--- src/rtl/sdpr_stream_reader.sv ---
// Port-B read engine for the simple dual-port RAM: issues burst reads, absorbs the
// RAM latency and streams words out via valid/ready. Optional check: SDPR_PATTERN_CHECK_EN.
module sdpr_stream_reader #(
  parameter int ADDR_W     = 10,
  parameter int DATA_W     = 32,
  parameter int RD_LATENCY = 1,
  parameter int FIFO_DEPTH = 4
) (
  input  logic              i_clk,
  input  logic              i_rst,
  input  logic              i_start,
  input  logic [ADDR_W-1:0] i_base_addr,
  input  logic [ADDR_W:0]   i_len,
  output logic              o_busy,
  output logic              o_done,
  output logic              o_rd_en,
  output logic [ADDR_W-1:0] o_rd_addr,
  input  logic [DATA_W-1:0] i_rd_data,
  output logic              o_valid,
  input  logic              i_ready,
  output logic [DATA_W-1:0] o_data,
  output logic              o_last
`ifdef SDPR_PATTERN_CHECK_EN
  ,
  output logic [ADDR_W:0]   o_err_cnt,
  output logic              o_pass
`endif
);

  localparam int PTR_W = (FIFO_DEPTH > 1) ? $clog2(FIFO_DEPTH) : 1;
  localparam int CNT_W = PTR_W + 1;

  localparam logic [1:0] ST_IDLE  = 2'd0;
  localparam logic [1:0] ST_ISSUE = 2'd1;
  localparam logic [1:0] ST_DRAIN = 2'd2;
  localparam logic [1:0] ST_DONE  = 2'd3;

  localparam logic [ADDR_W:0] LEN_ONE = (ADDR_W + 1)'(1);

  logic [1:0]            r_state;
  logic [ADDR_W-1:0]     r_base;
  logic [ADDR_W:0]       r_len;
  logic [ADDR_W:0]       r_issued;
  logic [ADDR_W:0]       r_push_cnt;
  logic [RD_LATENCY-1:0] r_trk;
  logic [DATA_W:0]       r_mem [FIFO_DEPTH];
  logic [PTR_W-1:0]      r_wr_ptr;
  logic [PTR_W-1:0]      r_rd_ptr;
  logic [CNT_W-1:0]      r_count;

  logic                  w_start_acc;
  logic [CNT_W-1:0]      w_inflight;
  logic [CNT_W-1:0]      w_credit;
  logic                  w_push;
  logic                  w_push_last;
  logic                  w_pop;
  logic [DATA_W:0]       w_head;
  logic                  w_last_pop;
  logic                  w_drain_done;

  // NOTE: always_comb assigns a default before any loop or branch, so no latch is inferred.
  always_comb begin
    w_inflight = '0;
    for (int i = 0; i < RD_LATENCY; i++) begin
      w_inflight = w_inflight + CNT_W'(r_trk[i]);
    end
  end

  assign w_start_acc  = (r_state == ST_IDLE) && i_start;
  assign w_credit     = w_inflight + r_count;
  assign o_rd_en      = (r_state == ST_ISSUE) && (w_credit < CNT_W'(FIFO_DEPTH));
  assign o_rd_addr    = r_base + r_issued[ADDR_W-1:0];
  assign o_busy       = (r_state != ST_IDLE);
  assign o_done       = (r_state == ST_DONE);

  assign w_push       = r_trk[RD_LATENCY-1];
  assign w_push_last  = (r_push_cnt == r_len - LEN_ONE);
  assign o_valid      = (r_count != '0);
  assign w_pop        = o_valid && i_ready;
  assign w_head       = r_mem[r_rd_ptr];
  assign o_data       = o_valid ? w_head[DATA_W-1:0] : '0;
  assign o_last       = o_valid && w_head[DATA_W];
  assign w_last_pop   = w_pop && o_last;
  // The last word leaving with nothing in flight means the burst is fully drained.
  assign w_drain_done = (r_state == ST_DRAIN) && w_last_pop &&
                        (w_inflight == '0) && (r_count == CNT_W'(1));

  // NOTE: sequential state uses non-blocking assignments so every register samples pre-edge values.
  always_ff @(posedge i_clk or posedge i_rst) begin
    if (i_rst) begin
      r_state  <= ST_IDLE;
      r_base   <= '0;
      r_len    <= '0;
      r_issued <= '0;
    end else begin
      case (r_state)
        ST_IDLE: if (i_start) begin
          r_base   <= i_base_addr;
          r_len    <= i_len;
          r_issued <= '0;
          r_state  <= (i_len == '0) ? ST_DONE : ST_ISSUE;
        end
        ST_ISSUE: if (o_rd_en) begin
          r_issued <= r_issued + LEN_ONE;
          if (r_issued + LEN_ONE == r_len) r_state <= ST_DRAIN;
        end
        ST_DRAIN: if (w_drain_done) r_state <= ST_DONE;
        default:  r_state <= ST_IDLE;
      endcase
    end
  end

  always_ff @(posedge i_clk or posedge i_rst) begin
    if (i_rst) begin
      r_trk      <= '0;
      r_wr_ptr   <= '0;
      r_rd_ptr   <= '0;
      r_count    <= '0;
      r_push_cnt <= '0;
    end else begin
      r_trk[0] <= o_rd_en;
      for (int i = 1; i < RD_LATENCY; i++) begin
        r_trk[i] <= r_trk[i-1];
      end
      if (w_start_acc)  r_push_cnt <= '0;
      else if (w_push)  r_push_cnt <= r_push_cnt + LEN_ONE;
      if (w_push) r_wr_ptr <= r_wr_ptr + PTR_W'(1);
      if (w_pop)  r_rd_ptr <= r_rd_ptr + PTR_W'(1);
      case ({w_push, w_pop})
        2'b10:   r_count <= r_count + CNT_W'(1);
        2'b01:   r_count <= r_count - CNT_W'(1);
        default: r_count <= r_count;
      endcase
    end
  end

  // NOTE: FIFO storage has no reset; o_valid gates every read of it, so stale contents never escape.
  always_ff @(posedge i_clk) begin
    if (w_push) r_mem[r_wr_ptr] <= {w_push_last, i_rd_data};
  end

`ifdef SDPR_PATTERN_CHECK_EN
  logic [ADDR_W:0]   r_pop_cnt;
  logic [ADDR_W:0]   r_err_cnt;
  logic              r_pass;
  logic [ADDR_W-1:0] w_src_addr;
  logic              w_mismatch;
  logic [ADDR_W:0]   w_err_nxt;

  // Source address is formed at ADDR_W bits first so it wraps before zero-extension.
  assign w_src_addr = r_base + r_pop_cnt[ADDR_W-1:0];
  assign w_mismatch = w_pop && (o_data != DATA_W'(w_src_addr));
  assign w_err_nxt  = (w_mismatch && (r_err_cnt != '1)) ? r_err_cnt + LEN_ONE : r_err_cnt;

  always_ff @(posedge i_clk or posedge i_rst) begin
    if (i_rst) begin
      r_pop_cnt <= '0;
      r_err_cnt <= '0;
      r_pass    <= 1'b0;
    end else if (w_start_acc) begin
      r_pop_cnt <= '0;
      r_err_cnt <= '0;
      r_pass    <= (i_len == '0);
    end else begin
      r_err_cnt <= w_err_nxt;
      if (w_pop)        r_pop_cnt <= r_pop_cnt + LEN_ONE;
      if (w_drain_done) r_pass    <= (w_err_nxt == '0);
    end
  end

  assign o_err_cnt = r_err_cnt;
  assign o_pass    = r_pass;
`endif

endmodule
--- config.mk ---
export PLATFORM = sky130hd
export DESIGN_NAME = sdpr_stream_reader
export DESIGN_NICKNAME = d
export VERILOG_FILES = /design/src/rtl/sdpr_stream_reader.sv
export SDC_FILE = /design/constraint.sdc
export NUM_CORES = 1
export LEC_CHECK = 0
export ABC_AREA = 1
export ABC_CLOCK_PERIOD_IN_PS = 2160
export CELL_PAD_IN_SITES_DETAIL_PLACEMENT = 1
export CELL_PAD_IN_SITES_GLOBAL_PLACEMENT = 2
export CORE_ASPECT_RATIO = 1.4
export CORE_MARGIN = 2
export CORE_UTILIZATION = 37
export DETAILED_ROUTE_END_ITERATION = 7
export DONT_BUFFER_PORTS = 1
export PLACE_DENSITY = 0.74
export SYNTH_ARGS = -nofsm -noshare
export SYNTH_HDL_FRONTEND = slang
export SYNTH_SLANG_ARGS = --single-unit
--- constraint.sdc ---
create_clock -name i_clk -period 2.16 [get_ports i_clk]
set_input_delay 0.432 -clock i_clk [delete_from_list [all_inputs] [get_ports i_clk]]
set_output_delay 0.432 -clock i_clk [all_outputs]
set_load 0.03 [all_outputs]
Word-level counts from Yosys, hierarchy flattened

Memories as Yosys holds them, arrays and structs flattened.
Index checks and enable logic that the tools add are counted.

RAM bits: 132
Register bits: 53
Latch bits: 0
Memories: 1
Memory bits (read-only): 0
Input bits: 57
Word-level logic and storage cells: 66
Output and inout port bits: 47

$lt $le $gt $ge: 1
Reductions and logical operators: 19
Shifts and indexed selects: 0
Bitwise logic cells: 0
Eq/ne operators: 12
Divide/modulo/power cells: 0
Mux-type cells: 15
Add/sub/neg operators: 9
$mul: 0

Memories:

| name  | depth | bits a word | read ports | clocked after Yosys merged registers in | wr ports | RTL line | text |
|---|---|---|---|---|---|---|---|
| r_mem | 4     | 33          | 1          | 0                                       | 1        | 46       | `logic [DATA_W:0] r_mem [FIFO_DEPTH];` |

Operators by type and width:

| operator              | count |
|---|---|
| $mux 11               | 4 |
| $mux 32               | 1 |
| $add 11x1->11 const B | 2 |
| $eq 11x11->1          | 2 |
| $pmux 11 s2           | 1 |
| $logic_not 11->1      | 1 |
| $sub 11x1->11 const B | 1 |
| $add 10x10->10        | 1 |
| $mux 2                | 5 |
| $logic_and 1x1->1     | 8 |
| $reduce_bool 2->1     | 4 |
| $eq 2x2->1 const B    | 3 |
| $ne 2x2->1 const B    | 3 |
| $pmux 2 s3            | 1 |
| $pmux 3 s2            | 1 |
| $add 2x1->2 const B   | 2 |
| $eq 2x1->1 const B    | 2 |
| $reduce_and 4->1      | 1 |
| $add 1x3->3           | 1 |
| $add 3x1->3 const B   | 1 |
| $eq 3x1->1 const B    | 1 |
| $logic_not 3->1       | 1 |
| $lt 3x3->1 const B    | 1 |
| $reduce_and 3->1      | 1 |
| other kinds (6)       | 7 |

Depth between registers and ports, before layout

Gate-level depths: netlist of the first run.

Depth after elaboration: 8
Gate-level depth with buffers: 14
Mapped depth without buffers: 14

Worst setup path before layout of the first run

OpenSTA, ideal clock, no wires.

Path type: register -> output
From: reg r_issued[0]
To: out o_rd_addr[8]
Buffers on the path: 0
Cell stages (with the launch flop): 13
Path slack: -0.394 ns
Data arrival time: 2.122 ns
Data required time: 1.728 ns
Path through: dfrtp_1 -> ha_1 -> fa_1 -> nand3_1 -> nand2_1 -> a21o_1 -> nand2_1 -> nand2_1 -> nand2_1 -> nand2_1 -> nand2_1 -> nand2_1 -> xor2_1

Cells in the longest elaborated chain, start to end: 1

RTL lines:

| item                   | RTL line | text |
|---|---|---|
| start, declared        | 43       | `logic [ADDR_W:0] r_issued;` |
| start signal, assigned | 104      | `r_issued <= r_issued + LEN_ONE;` |
| $add 10x10->10         | 72       | `assign o_rd_addr = r_base + r_issued[ADDR_W-1:0];` |
| end, declared          | 17       | `output logic [ADDR_W-1:0] o_rd_addr,` |

No other way between the ends.

Worst setup path after layout of the first run

Same ends and word-level chain as after synthesis.

==> metrics.csv, run 1 <==
metric;value;unit
power_switching_share;42.4;%
ys.flop_type;edfxtp_1;
yosysWarnings;0;
design.portCount;104;
cpMostUsedCell;nand2_1;
synthTopCellsByCount;nor2_1 (161), edfxtp_1 (132), nand2_1 (128), o21ai_0 (93), inv_1 (56);
grt_pass1_vias;7613;
worst_slew_pin_slew;604;ps
drt_iter0_drc;232;
antenna_left;0;
power_density;1620;mW/mm^2
path_cells;ha_2 -> fa_2 -> nand3_2 -> nand2_2 -> a21o_1 -> nand2_1 -> nand2_2 -> nand2_1 -> nand2_1 -> nand2_1 -> nand2_2 -> xor2_4 -> buf_12;
post_drt_via_cell_ratio;5.30;
ff2ff_path_depth;16;
fin_skew;11.0;ps
first_pass_iters;4;
numCtsBuffers;17;
power.leakage;4.74;nW
path_class;flop to output pin;
dieArea;0.0244;mm^2
seq_area_frac_synth;61.7;%
finalHoldViolCount;0;
synth.area.top_cells;edfxtp_1 (46%), dfrtp_1 (15%), nor2_1 (7.0%);
dpl_cell_area;0.00973;mm^2
critPathRequiredTime;1730;ps
core_area;0.0227;mm^2
cts_tree;yes;
violations;setup timing;
routed-via-count;6835;
clockBufferDepth;2;
drc_errors;0;
core.rowCount;65;
maxCapViolCount;0;
design_area;0.0126;mm^2
ff2ff_setup_slack;-10;ps
cp_slowest_cell;dfrtp_1;
synth-edff-count;132;
wl;27900;um
grt_pass1_wl;42900;um
worst_ir_drop_vdd;0.777;mV
syn_nets;938;
hold_path_depth;0;
grt_util_all_layers;23.4;%
grt_antenna_before_repair;0;
synth_top_area_share;46.2;%
min_to;r_mem[0][30]$_DFFE_PP_;
power.switching;8.62;mW
maxSlewViolCount;0;
yosysMostFrequentCell;nor2_1;
gp_congestion;0.829;
cts-htree-levels;4;
port_buffers;0;
cts_root_buf;clkbuf_16;
timing.rr.end;r_state[1]$_DFFE_PP0P_;
power.internal;11.7;mW
critPathCaptureType;output pin;
syn_inst;854;
drive_above_1_share;41.3;%
fin_crit;2820;ps
grt_max_degree;34;
min_from;i_rd_data[30];
wire_per_inst;21.6;um
dpl.hpwl;15800;um
power.total;20.4;mW
syn2layout_area_growth;46.4;%
yosys.area.top_type;edfxtp_1;
synth_async_sr_flop_share;28.6;%
clk_pin_slew;80;ps
die_w;133;um
min_path_type;input port to flop;
worstSkewPairLatency;440;ps
combPwrFrac;57.7;%
antenna_cells;0;
slowest_delay;390;ps
grt_setup_unrepaired;yes;
seq_power_share;24.8;%
synth_area_per_cell;10.0;um^2
fin_crit_sh;131;%
synth_cell_type_count;36;
crit_path_start_kind;flop;
fin_ws;-662;ps
arrival;2390;ps
finalSetupViolCount;43;
outcome;finished with violations;
max-slew-margin-rel;59.7;%
synth_seq_cells;185;
clkPwrFrac;17.5;%
fmax;354;MHz
grt_overflow;0;
start_util;37.8;%
die_h;184;um
crit_fanout;2;
final_nets;1059;
timing.rr.start;r_issued[1]$_DFFE_PP0P_;
cts_num_sinks;185;
syn_area;0.00858;mm^2
==> sequential cells by signal, summed over array words and instances (netlist names) <==
register and flops:
r_mem 132, r_issued 11, r_len 11, r_push_cnt 11, r_base 10, r_count 3
r_rd_ptr 2, r_state 2, r_wr_ptr 2, r_trk 1
==> stage by stage <==
step | util (%) | hold slack (ps) | setup TNS [ps] | std cells | setup WS [ps]
after floorplan | - | 455 | -1260 | 854 | -135
after global placement | 42.9 | 310 | -216 | 1212 | -161
after CTS | 53.5 | 64.7 | -6340 | 1283 | -658
after global routing | 55.4 | 59.3 | -9650 | 1289 | -792
final | 55.4 | 80.0 | -6730 | 1289 | -662
after detailed placement | 42.9 | 312 | -499 | 1212 | -227
==> worst max path at each step <==
stage / from / endpoint / slack (ps) / cells after the start
finish: r_issued[0]$_DFFE_PP0P_ / o_rd_addr[8] / -660 / 13
global route: r_issued[0]$_DFFE_PP0P_ / o_rd_addr[8] / -790 / 13
floorplan: r_issued[0]$_DFFE_PP0P_ / o_rd_addr[8] / -130 / 12
CTS: r_base[0]$_DFFE_PP0P_ / o_rd_addr[8] / -660 / 13
detailed placement: r_issued[0]$_DFFE_PP0P_ / o_rd_addr[8] / -230 / 13
global placement: r_issued[0]$_DFFE_PP0P_ / o_rd_addr[8] / -160 / 13
==> repair_timing <==
item,in CTS,in global routing
endpoints found under the hold margin,13,0
setup endpoints to repair,45,50
hold buffers,1,0
gates cloned,16,2
gates resized for setup,345,109
setup buffers,24,10
pin swaps,78,72
==> critical path: cells and delay by family, from the launching register on <==
kind / cells / cell delay [ps]
AOI/OAI and AO/OA: 1 / 170
xor gates and xnor gates: 1 / 160
adders and majority gates: 2 / 570
buffers and inverters: 1 / 140
DFF: 1 / 390
and+or+nand+nor: 8 / 500
==> routing by layer <==
layer  share of wire [%]  track usage, %  wire length, um
met5                   0               0                0
met4                 3.3            8.73              920
met3                 4.2            5.36             1180
met2                  57            47.1            15900
met1                  35            22.9             9850
==> power groups by stage <==
| stage | clock, mW | sequential (mW) | combinational, mW |
|---|---|---|---|
| after detailed placement | 0 | 4.99 | 7.57 |
| after floorplan | 0 | 4.87 | 4.93 |
| after global placement | 0 | 4.94 | 7.31 |
| after CTS | 3.61 | 5.00 | 11.2 |
| final | 3.56 | 5.05 | 11.7 |
| after global routing | 3.73 | 5.12 | 12.5 |
==> cells in the final DEF (no fill, tap or decap), types with 7 or more instances in the layout <==
master     Yosys  layout
edfxtp_1     132     132
a21oi_2        0      10
buf_6          0      45
nor2_4         2      66
o22ai_1        9       9
nor2_1       161      47
buf_12         0      18
o21ai_1        2      28
nand2_2        2      12
o21ai_2        1      37
ha_1          26      14
a21oi_4        0      19
xor2_1        25      20
o21ai_0       93      27
buf_4          1      52
clkbuf_16      0      18
buf_16         0      13
nand2_1      128     114
nor2_2         3      53
nand3_2        0       7
a21oi_1       49      20
xnor2_1        9       8
ha_4           0      11
nand3_1       44      37
dfrtp_1       53      50
inv_1         56      52
==> cell families after synthesis <==
| logic type | after synthesis | share of synthesized area [%] |
|---|---|---|
| AND/OR/NAND/NOR | 360 | 17.2 |
| buffers and inverters | 89 | 4.04 |
| flip-flops | 185 | 61.7 |
| adder cells (fa/ha/maj) | 27 | 4.02 |
| AO/OA/AOI/OAI | 159 | 9.59 |
| XOR/XNOR | 34 | 3.47 |
==> layout make-up <==
class	instances	area, um^2
repair buffers	133	1700
inverters	58	246
multi-input cells	580	4280
flip-flops and latches	185	5290
well taps	301	377
clock inverters	15	244
fillers	2333	10100
clock buffers	17	425
Power figures use the tool's default switching activity.
==> run 2, diff against run 1 <==
--- a/config.mk
+++ b/config.mk
@@ -14,6 +14,7 @@
 export CORE_UTILIZATION = 37
 export DETAILED_ROUTE_END_ITERATION = 7
 export DONT_BUFFER_PORTS = 1
+export HOLD_SLACK_MARGIN = 0.12
 export PLACE_DENSITY = 0.74
 export SYNTH_ARGS = -nofsm -noshare
 export SYNTH_HDL_FRONTEND = slang
==> metrics.csv, run 2 (same netlist as run 1, synthesis figures left out) <==
metric;value;unit;change
drt_iter0_drc;320;;+38%
fin_util;57.7;%;+2.3 points
cts_root_buf;clkbuf_16;;
first_pass_iters;4;;unchanged
dieArea;0.0244;mm^2;unchanged
final_cells;1337;;+3.7%
grt_overflow;0;;unchanged
fin_ws;-650;ps;+12.7 ps
maxSlewViolCount;0;;unchanged
ff2ff_setup_slack;-20;ps;about the same
crit_path_start_kind;flop;;
grt_setup_unrepaired;yes;;
max-slew-margin-rel;59.2;%;-0.48 points
finalSetupViolCount;43;;unchanged
wire_per_inst;22.0;um;+1.8%
dpl_cell_area;0.00973;mm^2;unchanged
fmax;356;MHz;+0.45%
fin_skew;9.30;ps;-1.72 ps
largest_reg_flops;132;;unchanged
hold-worst-slack;136;ps;+56.0 ps
finalHoldViolCount;0;;unchanged
antenna_left;0;;unchanged
dp_slack;-227;ps;unchanged
clockBufferDepth;2;;unchanged
grt_max_degree;34;;unchanged
crit_fanout;2;;unchanged
die_w;133;um;unchanged
core_area;0.0227;mm^2;unchanged
post_drt_via_cell_ratio;5.27;;-0.57%
drc_errors;0;;unchanged
cts_num_sinks;185;;unchanged
routed-via-count;7049;;+3.1%
design.portCount;104;;unchanged
cts_tree;yes;;
numCtsBuffers;17;;unchanged
outcome;finished with violations;;
arrival;2380;ps;about the same
grt_pass1_wl;44100;um;+2.8%
worst_ir_drop_vdd;0.781;mV;+0.48%
syn2layout_area_growth;52.6;%;
final_common_cell;edfxtp_1;;
dpl.hpwl;15800;um;unchanged
cts-htree-levels;4;;unchanged
grt_pass1_vias;7885;;+3.6%
maxCapViolCount;0;;unchanged
path_class;flop to output pin;;
grt_antenna_before_repair;1;;+1
critPathRequiredTime;1730;ps;about the same
power.total;20.8;mW;+2.0%
n_fill_cell;2315;;-0.77%
worstSkewPairLatency;450;ps;about the same
gp_congestion;0.829;;unchanged
design_area;0.0131;mm^2;+4.2%
fin_crit;2810;ps;-12.7 ps
critPathCaptureType;output pin;;
start_util;37.8;%;unchanged
fin_crit_sh;130;%;-0.59 points
min_path_type;input port to flop;;
final_nets;1106;;+4.4%
worst_slew_pin_slew;612;ps;+7.20 ps
wl;29400;um;+5.6%
setup_tns;-7120;ps;-394 ps
core.rowCount;65;;unchanged
power.leakage;4.96;nW;+4.5%
final_cell_mix;edfxtp_1 (132), nand2_1 (114), nor2_4 (66);;
power_density;1590;mW/mm^2;-2.2%
grt_util_all_layers;24.0;%;+0.54 points
placed_cells;1212;;unchanged
port_buffers;0;;unchanged
drive_above_1_share;40.3;%;-1.0 points
largest-register;r_mem;;
clk_pin_slew;70;ps;about the same
violations;setup timing;;
die_h;184;um;unchanged
run 2: cell count changes in the layout (fill, tap and decap cells not counted), sizes merged:
cell | before | now
dlygate4sd3 | 1 | 47
buf | 131 | 132
clkinv | 4 | 5
diode | 0 | 1
inv | 61 | 60
run 2: area by class of cell:
type	count	area [um^2]	area share, %
Tap cell	301	377	2.88
Timing Repair Buffer	180	2180	16.7
Sequential cell	185	5290	40.4
Multi-Input combinational cell	580	4330	33.0
Antenna cell	1	2.50	0.0191
Inverter	58	243	1.85
Clock inverter	15	244	1.86
Clock buffer	17	425	3.25
run 2: power by group:
part	switching, mW	leakage (nW)	internal, mW
Combinational	6.94	2.75	5.18
Sequential	0.560	1.88	4.51
Clock	1.40	0.322	2.18
Total	8.90	4.96	11.9
run 2: worst max-delay path: stages, from the launching register on:
cell     delay, ps
dfrtp_1        390
ha_2           210
fa_2           360
nand3_2         80
nand2_2         60
a21o_1         170
nand2_1         70
nand2_2         50
nand2_1         50
nand2_1         40
nand2_1         70
nand2_2         80
xor2_4         160
buf_12         140
run 2: metal layers:
layer / share of wire [%] / GRT usage, % / routed length [um]
met5: 0 / 0 / 0
met4: 3.4 / 10.6 / 1000
met3: 3.1 / 3.88 / 904
met2: 56 / 46.8 / 16600
met1: 37 / 25.0 / 10900
run 2: worst paths after layout:
kind                                          endpoint               startpoint  cells after the start
max in group asynchronous        r_base[4]$_DFFE_PP0P_                    i_rst                      3
worst min-delay path              r_len[4]$_DFFE_PP0P_                 i_len[4]                      2
worst max-delay path                      o_rd_addr[8]    r_base[0]$_DFFE_PP0P_                     13
worst max register to register  r_state[1]$_DFFE_PP0P_  r_issued[1]$_DFFE_PP0P_                     15
min in group asynchronous         r_len[0]$_DFFE_PP0P_                    i_rst                      2
worst min register to register   r_base[8]$_DFFE_PP0P_    r_base[8]$_DFFE_PP0P_                      2
run 2: repair_timing:
item	CTS	global route
endpoints found under the hold margin	155	0
hold buffers	47	0
setup buffers	24	10
gates resized for setup	345	119
gates cloned	16	1
pin swaps	78	76
endpoints found under the setup margin	45	50
